## src/rtl/morphle_seq.sv

```systemverilog
// Command sequencer for a morphle yblock array: CLEAR / LOAD row / EVAL over a
// valid-ready command channel with one response per command.
// Optional build macro MORPHLE_SEQ_STABLE_CHECK_EN: EVAL waits for two equal consecutive samples.
module morphle_seq #(
    parameter int ROWS     = 16,
    parameter int SETTLE   = 4,
    parameter int CFG_HIGH = 2,
    parameter int TIMEOUT  = 64
) (
    input  logic        wb_clk_i,
    input  logic        rst_n,
    input  logic        cmd_valid,
    output logic        cmd_ready,
    input  logic [1:0]  cmd_op,
    input  logic [31:0] cmd_data,
    output logic        rsp_valid,
    input  logic        rsp_ready,
    output logic [31:0] rsp_data,
    output logic [1:0]  rsp_status,
    output logic        blk_reset,
    output logic        blk_cfg,
    output logic [31:0] blk_cfg_data,
    output logic [31:0] blk_din,
    input  logic [31:0] blk_dout,
    output logic        busy
);

    localparam int RW   = $clog2(ROWS + 1);
    localparam int CMAX = SETTLE + TIMEOUT + CFG_HIGH;
    localparam int CW   = $clog2(CMAX + 1);

    localparam logic [1:0] OP_CLEAR = 2'b00;
    localparam logic [1:0] OP_LOAD  = 2'b01;
    localparam logic [1:0] OP_EVAL  = 2'b10;

    localparam logic [1:0] ST_OK   = 2'b00;
    localparam logic [1:0] ST_OVF  = 2'b01;
    localparam logic [1:0] ST_TOUT = 2'b10;
    localparam logic [1:0] ST_ILL  = 2'b11;

    typedef enum logic [2:0] {
        S_CLR,
        S_IDLE,
        S_LOAD_HI,
        S_LOAD_LO,
        S_EVAL,
        S_RSP
    } state_e;

    state_e          state_q;
    logic [CW-1:0]   cnt_q;
    logic [RW-1:0]   row_cnt_q;
    logic            clr_rsp_q;
    logic            blk_reset_q;
    logic            blk_cfg_q;
    logic [31:0]     cfg_data_q;
    logic [31:0]     din_q;
    logic            rsp_valid_q;
    logic [31:0]     rsp_data_q;
    logic [1:0]      rsp_status_q;
    logic            cmd_ready_q;
    logic            busy_q;
`ifdef MORPHLE_SEQ_STABLE_CHECK_EN
    logic [31:0]     prev_q;
`endif

    always_ff @(posedge wb_clk_i) begin
        if (!rst_n) begin
            state_q      <= S_CLR;
            cnt_q        <= '0;
            row_cnt_q    <= '0;
            clr_rsp_q    <= 1'b0;
            blk_reset_q  <= 1'b1;
            blk_cfg_q    <= 1'b0;
            cfg_data_q   <= '0;
            din_q        <= '0;
            rsp_valid_q  <= 1'b0;
            rsp_data_q   <= '0;
            rsp_status_q <= ST_OK;
            cmd_ready_q  <= 1'b0;
            busy_q       <= 1'b1;
`ifdef MORPHLE_SEQ_STABLE_CHECK_EN
            prev_q       <= '0;
`endif
        end else begin
            case (state_q)
                // Shared by power-up and CLEAR; only a CLEAR command owes a response.
                S_CLR: begin
                    if (cnt_q == CW'(SETTLE - 1)) begin
                        cnt_q       <= '0;
                        blk_reset_q <= 1'b0;
                        if (clr_rsp_q) begin
                            clr_rsp_q    <= 1'b0;
                            state_q      <= S_RSP;
                            rsp_valid_q  <= 1'b1;
                            rsp_status_q <= ST_OK;
                            rsp_data_q   <= '0;
                        end else begin
                            state_q     <= S_IDLE;
                            cmd_ready_q <= 1'b1;
                            busy_q      <= 1'b0;
                        end
                    end else begin
                        cnt_q <= cnt_q + CW'(1);
                    end
                end

                S_IDLE: begin
                    if (cmd_valid) begin
                        cmd_ready_q <= 1'b0;
                        busy_q      <= 1'b1;
                        cnt_q       <= '0;
                        case (cmd_op)
                            OP_CLEAR: begin
                                state_q     <= S_CLR;
                                clr_rsp_q   <= 1'b1;
                                blk_reset_q <= 1'b1;
                                row_cnt_q   <= '0;
                            end
                            OP_LOAD: begin
                                if (row_cnt_q < RW'(ROWS)) begin
                                    state_q    <= S_LOAD_HI;
                                    cfg_data_q <= cmd_data;
                                    blk_cfg_q  <= 1'b1;
                                end else begin
                                    state_q      <= S_RSP;
                                    rsp_valid_q  <= 1'b1;
                                    rsp_status_q <= ST_OVF;
                                    rsp_data_q   <= '0;
                                end
                            end
                            OP_EVAL: begin
                                state_q <= S_EVAL;
                                din_q   <= cmd_data;
                            end
                            default: begin
                                state_q      <= S_RSP;
                                rsp_valid_q  <= 1'b1;
                                rsp_status_q <= ST_ILL;
                                rsp_data_q   <= '0;
                            end
                        endcase
                    end
                end

                S_LOAD_HI: begin
                    if (cnt_q == CW'(CFG_HIGH - 1)) begin
                        cnt_q     <= '0;
                        blk_cfg_q <= 1'b0;
                        state_q   <= S_LOAD_LO;
                    end else begin
                        cnt_q <= cnt_q + CW'(1);
                    end
                end

                S_LOAD_LO: begin
                    if (cnt_q == CW'(CFG_HIGH - 1)) begin
                        cnt_q        <= '0;
                        row_cnt_q    <= row_cnt_q + RW'(1);
                        state_q      <= S_RSP;
                        rsp_valid_q  <= 1'b1;
                        rsp_status_q <= ST_OK;
                        rsp_data_q   <= '0;
                    end else begin
                        cnt_q <= cnt_q + CW'(1);
                    end
                end

                S_EVAL: begin
`ifdef MORPHLE_SEQ_STABLE_CHECK_EN
                    // cnt_q == SETTLE is the first sample; later ones compare against it.
                    if (cnt_q < CW'(SETTLE)) begin
                        cnt_q <= cnt_q + CW'(1);
                    end else if (cnt_q != CW'(SETTLE) && blk_dout == prev_q) begin
                        state_q      <= S_RSP;
                        rsp_valid_q  <= 1'b1;
                        rsp_status_q <= ST_OK;
                        rsp_data_q   <= blk_dout;
                    end else if (cnt_q == CW'(SETTLE + TIMEOUT - 1)) begin
                        state_q      <= S_RSP;
                        rsp_valid_q  <= 1'b1;
                        rsp_status_q <= ST_TOUT;
                        rsp_data_q   <= blk_dout;
                    end else begin
                        prev_q <= blk_dout;
                        cnt_q  <= cnt_q + CW'(1);
                    end
`else
                    if (cnt_q == CW'(SETTLE - 1)) begin
                        state_q      <= S_RSP;
                        rsp_valid_q  <= 1'b1;
                        rsp_status_q <= ST_OK;
                        rsp_data_q   <= blk_dout;
                    end else begin
                        cnt_q <= cnt_q + CW'(1);
                    end
`endif
                end

                S_RSP: begin
                    if (rsp_ready) begin
                        rsp_valid_q <= 1'b0;
                        state_q     <= S_IDLE;
                        cmd_ready_q <= 1'b1;
                        busy_q      <= 1'b0;
                    end
                end

                default: begin
                    state_q     <= S_CLR;
                    blk_reset_q <= 1'b1;
                    blk_cfg_q   <= 1'b0;
                    cnt_q       <= '0;
                end
            endcase
        end
    end

    assign cmd_ready    = cmd_ready_q;
    assign rsp_valid    = rsp_valid_q;
    assign rsp_data     = rsp_data_q;
    assign rsp_status   = rsp_status_q;
    assign blk_reset    = blk_reset_q;
    assign blk_cfg      = blk_cfg_q;
    assign blk_cfg_data = cfg_data_q;
    assign blk_din      = din_q;
    assign busy         = busy_q;

endmodule

```

## config.mk

```make
export PLATFORM = sky130hd
export DESIGN_NAME = morphle_seq
export DESIGN_NICKNAME = d
export VERILOG_FILES = /design/src/rtl/morphle_seq.sv
export SDC_FILE = /design/constraint.sdc
export NUM_CORES = 1
export LEC_CHECK = 0
export BUFFER_PORTS_ARGS = -buffer_cell sky130_fd_sc_hd__buf_2
export CAP_MARGIN = 15
export CELL_PAD_IN_SITES_DETAIL_PLACEMENT = 0
export CELL_PAD_IN_SITES_GLOBAL_PLACEMENT = 1
export CORE_UTILIZATION = 36
export DETAILED_ROUTE_END_ITERATION = 6
export PLACE_DENSITY = 0.87
export SKIP_LAST_GASP = 1
export SLEW_MARGIN = 20
export SYNTH_ARGS = -nofsm -noshare
export SYNTH_HDL_FRONTEND = slang
export SYNTH_SLANG_ARGS = --single-unit
```

## constraint.sdc

```tcl
create_clock -name wb_clk_i -period 2.6 [get_ports wb_clk_i]
set_clock_uncertainty 0.1 [all_clocks]
set_input_delay 0.52 -clock wb_clk_i [delete_from_list [all_inputs] [get_ports wb_clk_i]]
set_output_delay 0.52 -clock wb_clk_i [all_outputs]
set_load 0.05 [all_outputs]
```

### Word level (Yosys, flattened, before mapping)

Index checks and enable logic that the tools add are counted.

| storage, ports and cells | value |
|---|---|
| flip-flop bits (word level) | 119 |
| input bits | 70 |
| output and inout port bits | 103 |
| word-level logic and storage cells | 127 |

| cells by class | value |
|---|---|
| add/subtract/negate cells | 2 |
| $lt $le $gt $ge | 1 |
| equality and inequality tests | 23 |
| mux-type cells | 63 |
| bitwise operators | 3 |
| reduce and logical (&&, ||, !) cells | 22 |

Operators by type and width:

| cell | count |
|---|---|
| $mux 32 | 6 |
| $pmux 32 s4 | 1 |
| $pmux 32 s2 | 1 |
| $pmux 7 s5 | 1 |
| $mux 7 | 4 |
| $mux 3 | 8 |
| $ne 2x2->1 const B | 12 |
| $mux 1 | 21 |
| $pmux 3 s6 | 1 |
| $reduce_and 4->1 | 4 |
| $mux 5 | 3 |
| $mux 2 | 6 |
| $pmux 1 s3 | 4 |
| $pmux 5 s2 | 1 |
| $reduce_and 5->1 | 2 |
| $pmux 3 s3 | 1 |
| $reduce_and 9->1 | 1 |
| $pmux 2 s4 | 1 |
| $reduce_and 8->1 | 1 |
| $reduce_or 4->1 | 2 |
| $add 7x1->7 const B | 1 |
| $eq 7x1->1 const B | 1 |
| $eq 7x2->1 const B | 1 |
| $eq 3x2->1 const B | 2 |
| other kinds (21) | 28 |

### Depth between registers and ports, before layout

Gate-level depths: netlist of run 1.

| depth | value |
|---|---|
| depth in word-level cells | 5 |
| gate-level depth with buffers | 9 |
| mapped depth without buffers | 7 |

### Worst setup path before layout of run 1

Ideal clock, no wire load.

| path | value |
|---|---|
| kind | input-to-reg |
| start | input port cmd_op[0] |
| end | register rsp_data_q[18] (netlist: rsp_data[18]) |
| library setup time | 0.128 ns |
| arrival | 1.729 ns |
| data required time | 2.372 ns |
| setup slack | 0.642 ns |
| stages | 8 |
| buffers on the path | 3 |
| cell sequence | clkbuf_1 -> o211ai_1 -> a31oi_1 -> o211ai_2 -> buf_4 -> buf_2 -> nand3_1 -> o21ai_0 |

| on the way | value |
|---|---|
| word-level cells in the longest chain between the ends | 5 |
| elaborated cells between the ends (all ways) | 10 |
| classes of those cells | eq/ne (4); mux (3); reduce/logical (3) |

Ends and longest elaborated chain:

| item | line | source |
|---|---|---|
| start: declaration | 14 | `input logic [1:0] cmd_op,` |
| $eq 2x2->1 / $logic_not 2->1 (equally long branches) | 113 | `case (cmd_op)` |
| $reduce_or 2->1 (no source line) | - |  |
| $pmux 32 s2 | 113 |  |
| $mux 32 | 109 | `if (cmd_valid) begin` |
| $pmux 32 s4 | 86 | `case (state_q)` |
| end signal: assignment | 193 | `rsp_data_q <= blk_dout;` |
| end: declaration | 59 | `logic [31:0] rsp_data_q;` |

Parallel ways exist; a longest one is shown, timed or not. The select of a mux whose other input is x is not followed.
A chain may end at the register's enable or synchronous reset.

### Worst setup path after layout of run 1

| path | value |
|---|---|
| start | register state_q[2] |
| end | register cnt_q[4] |

| on the way | value |
|---|---|
| word-level cells in the longest chain between the ends | 3 |
| elaborated cells between the ends (all ways) | 12 |
| classes of those cells | eq/ne (7); mux (1); bitwise (1); reduce/logical (3) |

Ends and longest elaborated chain:

| item | line | source |
|---|---|---|
| start: declaration | 50 | `state_e state_q;` |
| start signal: assignment | 69 | `state_q <= S_CLR;` |
| start signal: assignment | 94 | `state_q <= S_RSP;` |
| start signal: assignment | 99 | `state_q <= S_IDLE;` |
| $eq 3x2->1, or another cell as far along | 86 |  |
| $reduce_or 2->1 (no source line), or another cell as far along | - |  |
| $pmux 7 s5 / $reduce_and 3->1 (equally long branches) | - |  |
| end signal: assignment | 104 | `cnt_q <= cnt_q + CW'(1);` |
| end signal: assignment | 152 | `cnt_q <= cnt_q + CW'(1);` |
| end signal: assignment | 165 | `cnt_q <= cnt_q + CW'(1);` |
| end: declaration | 51 | `logic [CW-1:0] cnt_q;` |

Parallel ways exist; a longest one is shown, timed or not.

==> results_dict.tcl, run 1 <==
set metrics [dict create \
    portBuffers 172 \
    die_x_um 120 \
    dp_slack_ns 0.264 \
    ant_nets 0 \
    core-area_mm2 0.0134 \
    drt-initial-drc-count 272 \
    grt_pass1_wl_um 21400 \
    syn_area_mm2 0.00499 \
    fin_tns_setup_ns 0 \
    power_density_mw_per_mm2 706 \
    grt_overflow 0 \
    synthDistinctLibCells 58 \
    finalHoldViolations 0 \
    cp_num_buf_inv 1 \
    worstSetupPathType "flop to flop" \
    regArea_mm2 0.00238 \
    layout.cells.non_filler 947 \
    min_period_ns 2.41 \
    cts-root-buf "clkbuf_16" \
    dp_hpwl_um 8890 \
    internal_power_uw 3530 \
    grt_use_total_pct 18.9 \
    finalCritPeriodShare_pct 92.8 \
    grt_setup_unrepaired "no" \
    maxCapViolCount 0 \
    drive_gt1_share_pct 28.4 \
    fin_ws_ns 0.187 \
    clock-sinks 119 \
    slew-limit-headroom_pct 58.8 \
    dp.cells 916 \
    die_h_um 120 \
    mostFrequentLayoutCells "nand2_1 (177), buf_2 (172), dfxtp_1 (119)" \
    status "finished, final reports clean" \
    ctsHoldBuffers 0 \
    crit_path_end_kind "flop" \
    htreeDepth 4 \
    critPathMaxFanout 17 \
    n_fill_cell 1362 \
    required_ns 2.80 \
    firstDrtPassIters 4 \
    worst_pin_slew_ns 0.617 \
    wl_um 13000 \
    worstPathCellList "inv_1 -> ha_1 -> nand2b_1 -> a32oi_1 -> o211ai_1 -> o21ai_0 -> a22o_1" \
    nNetsFinal 835 \
    multiInputGateArea_mm2 0.00240 \
    grt_max_degree 109 \
    vias 4733 \
    finish.utilization_pct 48.9 \
    area_delta_synth_final_pct 31.4 \
    syn_avg_cell_area_um2 8.27 \
    postCtsSetupRepairBufs 0 \
    critPathSlowestCell "dfxtp_1" \
    final_common_cell "nand2_1" \
    post_cts_resized 0 \
    ioPinCount 173 \
    ys_ff_latch 119 \
    design.die.area_mm2 0.0143 \
    grt_pass1_vias 4534 \
    row_count 42 \
    antenna_cells 0 \
    power.share.combinational_pct 9.7 \
    via_per_inst 5.00 \
    hp-class "primary input to flop" \
    setup_viol 0 \
    drc 0 \
    gp_congestion 0.887 \
    antenna_found_initial 0 \
    cts_buffers 17 \
    path_clk_slew_ns 0.05 \
    syn_nets 680 \
    irDropWorstVdd_mv 0.460 \
    critical-path-max-stage-delay_ns 0.71 \
    synth_flop_cell "dfxtp_1" \
    wire_per_inst_um 13.7 \
    path_delay_family "compound AO/OA/AOI/OAI gates" \
    p_sw_uw 1100 \
    clockPowerShare_pct 49.5 \
    ys_seq_area_share_pct 47.7 \
    synthCells 604 \
    max_freq_mhz 414 \
    power.share.sequential_pct 40.9 \
    cellLeakagePower_uw 0.00277 \
    cp.arrival_ns 2.61 \
    cts_max_path_buffers 2 \
    start_util_pct 37.3 \
    slew_viol_final 0 \
    clk_latency_ns 0.41 \
    cp-start-kind "flop" \
    synthArstFlopShare_pct 0 \
    yosys_warnings 0 \
    synth_edf_count 0 \
    netSwitchingFraction_pct 23.8 \
    cts_tree "built" \
]
cell families after synthesis:
group           after synthesis  synth area share, %
compound gates              150                 20.5
mux                           3                0.627
simple gates                273                 24.4
buf+inv                      50                 4.79
fa+ha+maj                     6                 1.50
flops                       119                 47.7
xor+xnor                      3                0.526
state kept, by name (all words and copies together), names as in the netlist, 2 cells and up:
register	flops
blk_cfg_data	32
blk_din	32
rsp_data	32
cnt_q	7
row_cnt_q	5
state_q	3
rsp_status	2
power by group through the flow:
stage	sequential, uW	combinational (uW)	clock [uW]
4_1_cts	1890	447	2340
5_1_grt	1890	491	2450
2_1_floorplan	2000	228	0
6_report	1890	448	2290
3_5_place_dp	1930	443	0
3_3_place_gp	1920	435	0
Yosys cell counts, drive strengths merged, types with 2 or more instances:
| cell type | number | share of area (%) |
|---|---|---|
| dfxtp | 119 | 48 |
| xnor2 | 3 | 0.53 |
| nor2b | 7 | 0.88 |
| a22o | 5 | 0.88 |
| nor3 | 6 | 0.80 |
| and3 | 5 | 0.63 |
| mux2i | 2 | 0.40 |
| buf | 22 | 2.7 |
| nand2 | 178 | 13 |
| a21boi | 66 | 9.9 |
| o211ai | 3 | 0.55 |
| o21bai | 2 | 0.30 |
| nor2 | 15 | 1.1 |
| nand3 | 39 | 3.9 |
| a31oi | 3 | 0.38 |
| clkbuf | 23 | 1.7 |
| nand2b | 5 | 0.63 |
| nand4 | 3 | 0.38 |
| nor3b | 3 | 0.78 |
| or3 | 3 | 0.38 |
| nor4b | 2 | 0.35 |
| nand3b | 2 | 0.30 |
| inv | 5 | 0.38 |
| ha | 6 | 1.5 |
| o22ai | 2 | 0.25 |
| a21oi | 5 | 0.50 |
| o21ai | 49 | 4.9 |
metrics by stage:
step	hold slack [ns]	total power, uW	area, um2
final	0.249	4630	6560
after global placement	0.339	2360	5970
after detailed placement	0.342	2370	5970
after floorplan	0.364	2220	4990
after global routing	0.242	4830	6560
after CTS	0.223	4680	6560
routing by layer:
layer  global-route usage, %  wire length (um)
met2                    32.0              6240
met3                    6.08               939
met5                       0                 0
met1                    22.2              5600
met4                    6.95               227
worst register-to-register path: stages, from the launching register on:
cell and delay [ns]:
dfxtp_1 0.71, inv_1 0.25, ha_1 0.26, nand2b_1 0.07
a32oi_1 0.12, o211ai_1 0.36, o21ai_0 0.19, a22o_1 0.25
worst paths after layout:
kind                                       from                            end  slack [ns]  depth (start not counted)
setup / recovery        state_q[2]$_SDFFE_PN0P_          cnt_q[4]$_SDFFE_PN0P_        0.19                          7
hold / removal                      blk_dout[0]       rsp_data[0]$_SDFFE_PN0P_        0.25                          3
setup reg to reg        state_q[2]$_SDFFE_PN0P_          cnt_q[4]$_SDFFE_PN0P_        0.19                          7
hold reg to reg   blk_cfg_data[10]$_SDFFE_PN0P_  blk_cfg_data[10]$_SDFFE_PN0P_        0.35                          2
layout make-up:
type / instances / share of cell area [%]
clock buffer: 24 / 7.50
multi-input combinational: 435 / 36.6
sequential: 119 / 36.3
timing repair buffer: 181 / 14.5
tap: 176 / 3.36
clock inverter: 7 / 1.43
inverter: 5 / 0.286
Note: power is estimated with default switching activity, not from simulation.
==> inputs of run 2 (changes only) <==
--- a/config.mk
+++ b/config.mk
@@ -7,7 +7,7 @@
 export LEC_CHECK = 0
 export BUFFER_PORTS_ARGS = -buffer_cell sky130_fd_sc_hd__buf_2
 export CAP_MARGIN = 15
-export CELL_PAD_IN_SITES_DETAIL_PLACEMENT = 0
+export CELL_PAD_IN_SITES_DETAIL_PLACEMENT = 1
 export CELL_PAD_IN_SITES_GLOBAL_PLACEMENT = 1
 export CORE_UTILIZATION = 36
 export DETAILED_ROUTE_END_ITERATION = 6
==> run 2 against run 1 <==
  * Sequential cell count unchanged
  * Critical path type unchanged
  * Critical path depth is 1 lower
  * Clock-buffer cell count is 2 lower
  * Largest cell class unchanged
  * Clock power is 6% higher
  * Die area unchanged
  * Register-to-register slack improved by 0.09 ns
==> results_dict.tcl, run 2 (synthesized netlist as in run 1, its figures left out) <==
set metrics [dict create \
    cts_max_path_buffers 2 \
    row_count 42 \
    drive_gt1_share_pct 28.4 \
    grt_pass1_wl_um 24400 \
    grt_use_total_pct 21.3 \
    grt_max_degree 109 \
    finalHoldViolations 0 \
    slew-limit-headroom_pct 67.6 \
    hp-class "primary input to flop" \
    nNetsFinal 835 \
    required_ns 2.83 \
    via_per_inst 5.09 \
    crit_start "cnt_q[0]$_SDFFE_PN0P_" \
    cp.arrival_ns 2.55 \
    grt_pass1_vias 5021 \
    die_h_um 120 \
    regArea_mm2 0.00238 \
    n_fill_cell 1644 \
    crit_path_end_kind "flop" \
    fin_tns_setup_ns 0 \
    gp_congestion 0.887 \
    vias 4820 \
    antenna_cells 0 \
    portBuffers 172 \
    clk_latency_ns 0.41 \
    htreeDepth 4 \
    rr_startpoint "cnt_q[0]$_SDFFE_PN0P_" \
    ctsHoldBuffers 0 \
    maxCapViolCount 0 \
    max_freq_mhz 431 \
    mostFrequentLayoutCells "nand2_1 (177), buf_2 (172), dfxtp_1 (118)" \
    critPathMaxFanout 5 \
    ant_nets 0 \
    cellLeakagePower_uw 0.00278 \
    cts-root-buf "clkbuf_16" \
    slew_viol_final 0 \
    clock-sinks 119 \
    area_delta_synth_final_pct 31.7 \
    min_period_ns 2.32 \
    worstPathCellList "ha_1 -> nor3b_1 -> and3_1 -> o21ai_0 -> a311oi_2 -> mux2i_1" \
    cts_tree "built" \
    setup_viol 0 \
    power_density_mw_per_mm2 727 \
    finalCritPeriodShare_pct 89.2 \
    status "finished, final reports clean" \
    irDropWorstVdd_mv 0.417 \
    wire_per_inst_um 16.2 \
    cts_buffers 17 \
    start_util_pct 37.3 \
    critPathSlowestCell "nor3b_1" \
    cp-start-kind "flop" \
    firstDrtPassIters 4 \
    design.die.area_mm2 0.0143 \
    antenna_found_initial 0 \
    drc 0 \
    worstSetupPathType "flop to flop" \
    wl_um 15300 \
    drt-initial-drc-count 207 \
    multiInputGateArea_mm2 0.00240 \
    core-area_mm2 0.0134 \
    ioPinCount 173 \
    final_common_cell "nand2_1" \
    power.total_uw 4780 \
    die_x_um 120 \
    rr_worst_depth 6 \
    grt_setup_unrepaired "no" \
    worst_pin_slew_ns 0.480 \
    r2r-end "state_q[2]$_SDFFE_PN0P_" \
    ff2ff_setup_slack_ns 0.28 \
    dp_hpwl_um 10200 \
    path_clk_slew_ns 0.06 \
    endpoint "state_q[2]$_SDFFE_PN0P_" \
    grt_overflow 0 \
    critical-path-max-stage-delay_ns 0.42 \
]
-- run 2: critical path: cells and delay by family, from the launching register on --
family | cells | cell delay (ns)
simple gates | 2 | 0.72
compound gates | 2 | 0.51
fa+ha+maj | 1 | 0.29
mux | 1 | 0.23
flops | 1 | 0.40
-- run 2: worst min path at each step --
stage | startpoint | depth (start not counted) | slack [ns] | to
floorplan | row_cnt_q[1]$_SDFFE_PN0P_ | 2 | 0.36 | row_cnt_q[1]$_SDFFE_PN0P_
global placement | blk_cfg_data[17]$_SDFFE_PN0P_ | 2 | 0.34 | blk_cfg_data[17]$_SDFFE_PN0P_
detailed placement | blk_cfg_data[15]$_SDFFE_PN0P_ | 2 | 0.34 | blk_cfg_data[15]$_SDFFE_PN0P_
CTS | blk_dout[1] | 3 | 0.23 | rsp_data[1]$_SDFFE_PN0P_
global route | blk_dout[1] | 3 | 0.24 | rsp_data[1]$_SDFFE_PN0P_
finish | blk_dout[1] | 3 | 0.25 | rsp_data[1]$_SDFFE_PN0P_
-- run 2: metrics by stage --
| stage | hold WS, ns | util, % | cell area, um2 | setup slack, ns | std cells |
|---|---|---|---|---|---|
| finish | 0.248 | 49.1 | 6580 | 0.280 | 947 |
| floorplan | 0.364 | - | 4990 | 0.642 | 604 |
| global route | 0.237 | 49.1 | 6580 | 0.152 | 947 |
| global placement | 0.339 | 44.6 | 5970 | 0.387 | 916 |
| CTS | 0.228 | 49.1 | 6580 | 0.166 | 947 |
| detailed placement | 0.345 | 44.6 | 5970 | 0.268 | 916 |
-- run 2: per-layer routing --
metal | GRT usage [%] | routed length (um) | share of wire (%)
met5 | 0 | 0 | 0
met4 | 5.78 | 205 | 1.3
met3 | 6.46 | 805 | 5.3
met2 | 39.0 | 7940 | 52
met1 | 23.8 | 6360 | 42
-- run 2: cell type report --
cell class | count | area share (%)
flip-flops and latches | 119 | 36.2
multi-input cells | 435 | 36.5
well taps | 176 | 3.35
clock buffers | 22 | 6.91
inverters | 5 | 0.285
clock inverters | 9 | 2.26
repair buffers | 181 | 14.5
-- run 2: what timing repair did --
item / 4_1_cts / 5_1_grt
gates resized for setup: 0 / 1
endpoints found under the setup margin: 0 / 5
setup buffers: 0 / 0
-- run 2: power breakdown --
group / switching (uW) / internal [uW] / total (uW)
combinational: 304 / 162 / 466
sequential: 29.4 / 1860 / 1890
clock: 802 / 1620 / 2420
==> inputs of run 3 (changes only) <==
--- a/config.mk
+++ b/config.mk
@@ -9,9 +9,10 @@
 export CAP_MARGIN = 15
 export CELL_PAD_IN_SITES_DETAIL_PLACEMENT = 1
 export CELL_PAD_IN_SITES_GLOBAL_PLACEMENT = 1
-export CORE_UTILIZATION = 36
+export CORE_UTILIZATION = 30
+export CTS_BUF_LIST = sky130_fd_sc_hd__clkbuf_4 sky130_fd_sc_hd__clkbuf_8
 export DETAILED_ROUTE_END_ITERATION = 6
-export PLACE_DENSITY = 0.87
+export PLACE_DENSITY = 0.75
 export SKIP_LAST_GASP = 1
 export SLEW_MARGIN = 20
 export SYNTH_ARGS = -nofsm -noshare
==> run 3 against run 2 <==
  * Cell count increased by 4.3%
  * Sequential power about the same
  * Total power fell by 17%
  * Clock-buffer cell count fell by 1
  * Register-to-register slack better by 0.097 ns
  * Utilization decreased by 9.0 points
  * Worst hold slack worse by 0.021 ns
  * Non-clock buffer count rose by 2
  * Critical endpoint is now cnt_q[6]$_SDFFE_PN0P_
  * Largest power group is now registers
==> results_dict.tcl, run 3 (synthesized netlist as in run 1, its figures left out) <==
set metrics [dict create \
    status "finished, final reports clean" \
    finish.utilization_pct 40.0 \
    postCtsSetupRepairBufs 0 \
    wl_um 14500 \
    min_period_ns 2.22 \
    hold_start "blk_dout[1]" \
    drt-initial-drc-count 233 \
    vias 4666 \
    dp.cells 958 \
    multiInputGateArea_mm2 0.00240 \
    clockPowerShare_pct 41.2 \
    grt_setup_unrepaired "no" \
    grt_use_total_pct 17.1 \
    worstPathCellList "ha_1 -> nand2b_1 -> a32oi_1 -> o211ai_1 -> nor2_1 -> a22o_1" \
    final_common_cell "nand2_1" \
    cp_num_buf_inv 0 \
    antenna_found_initial 0 \
    design.die.area_mm2 0.0172 \
    crit_path_end_kind "flop" \
    n_fill_cell 1979 \
    cts-root-buf "clkbuf_8" \
    core-area_mm2 0.0161 \
    ctsHoldBuffers 0 \
    gp_congestion 0.803 \
    layout.cells.non_filler 988 \
    cp-start-kind "flop" \
    grt_overflow 0 \
    drive_gt1_share_pct 28.9 \
    rr_startpoint "state_q[1]$_SDFFE_PN0P_" \
    dp_hpwl_um 10000 \
    critPathSlowestCell "dfxtp_1" \
    cts_buffers 17 \
    p_sw_uw 1050 \
    via_per_inst 4.72 \
    power.total_uw 3980 \
    finalCritPeriodShare_pct 85.5 \
    internal_power_uw 2930 \
    ioPinCount 173 \
    cp.arrival_ns 2.48 \
    worstSetupPathType "flop to flop" \
    clk_latency_ns 0.42 \
    dp_slack_ns 0.408 \
    fin_tns_setup_ns 0 \
    max_freq_mhz 450 \
    mostFrequentLayoutCells "nand2_1 (177), buf_2 (171), dfxtp_1 (119)" \
    cts_tree "built" \
    fin_ws_ns 0.377 \
    grt_max_degree 96 \
    cts_max_path_buffers 2 \
    antenna_cells 0 \
    maxCapViolCount 0 \
    slew-limit-headroom_pct 55.8 \
    die_x_um 131 \
    nNetsFinal 837 \
    hp-class "primary input to flop" \
    critPathMaxFanout 18 \
    drc 0 \
    grt_pass1_vias 4524 \
    irDropWorstVdd_mv 0.264 \
    finalHoldViolations 0 \
    path_delay_family "flip-flops" \
    worst_pin_slew_ns 0.662 \
    wire_per_inst_um 14.7 \
    regArea_mm2 0.00238 \
    required_ns 2.86 \
    setup_viol 0 \
    firstDrtPassIters 4 \
    portBuffers 172 \
    area_delta_synth_final_pct 28.8 \
    row_count 46 \
    grt_pass1_wl_um 22700 \
    slew_viol_final 0 \
    crit_start "state_q[1]$_SDFFE_PN0P_" \
    netSwitchingFraction_pct 26.4 \
    ff2ff_setup_slack_ns 0.38 \
    power_density_mw_per_mm2 619 \
    clock-sinks 119 \
    start_util_pct 31.1 \
    power.share.combinational_pct 11.3 \
    cellLeakagePower_uw 0.00270 \
    power.share.sequential_pct 47.5 \
    htreeDepth 4 \
    post_cts_resized 0 \
    ant_nets 0 \
    path_clk_slew_ns 0.07 \
    critical-path-max-stage-delay_ns 0.75 \
    die_h_um 131 \
]
-- run 3: changes by cell type in the layout (fill, tap and decap cells not counted), moves of 2 or more --
| cell | before | now |
|---|---|---|
| clkbuf_4 | 0 | 2 |
| clkbuf_8 | 1 | 19 |
| bufinv_16 | 4 | 2 |
| buf_4 | 7 | 9 |
| clkbuf_1 | 4 | 0 |
| clkbuf_16 | 17 | 0 |
-- run 3: per-stage QoR --
stage               cell area (um2)  hold WS (ns)
global route                   6430         0.203
floorplan                      4990         0.364
CTS                            6430         0.188
finish                         6430         0.227
detailed placement             6050         0.344
global placement               6050         0.338
-- run 3: routing by layer --
| layer | share of wire [%] | up-vias | routed length [um] | GRT usage (%) |
|---|---|---|---|---|
| met5 | 0 | - | 0 | 0 |
| met4 | 1.3 | 0 | 182 | 5.48 |
| met3 | 6.1 | 16 | 879 | 5.66 |
| met2 | 47 | 116 | 6790 | 28.3 |
| met1 | 46 | 2178 | 6660 | 20.9 |
| li1 | - | 2356 | - | - |
-- run 3: worst reg2reg max path, stage by stage (launching register included) --
cell      delay (ns)
dfxtp_1         0.75
ha_1            0.29
nand2b_1        0.06
a32oi_1         0.23
o211ai_1        0.22
nor2_1          0.34
a22o_1          0.18
-- run 3: power by group through the flow --
stage / combinational, uW / sequential (uW) / clock (uW)
after floorplan: 228 / 2000 / 0
after global placement: 447 / 1930 / 0
after detailed placement: 452 / 1930 / 0
after CTS: 455 / 1890 / 1700
after global routing: 496 / 1890 / 1780
final: 450 / 1890 / 1640
-- run 3: cell type report --
cell class / count / area share (%)
clock buffers: 21 / 4.30
inverters: 5 / 0.292
clock inverters: 9 / 1.58
well taps: 216 / 4.20
flip-flops and latches: 119 / 37.0
repair buffers: 183 / 15.3
multi-input cells: 435 / 37.3
-- run 3: final timing paths --
| check | end | cells past startpoint |
|---|---|---|
| max | cnt_q[6]$_SDFFE_PN0P_ | 6 |
| min | rsp_data[1]$_SDFFE_PN0P_ | 3 |
| max reg2reg | cnt_q[6]$_SDFFE_PN0P_ | 6 |
| min reg2reg | blk_din[9]$_SDFFE_PN0P_ | 2 |
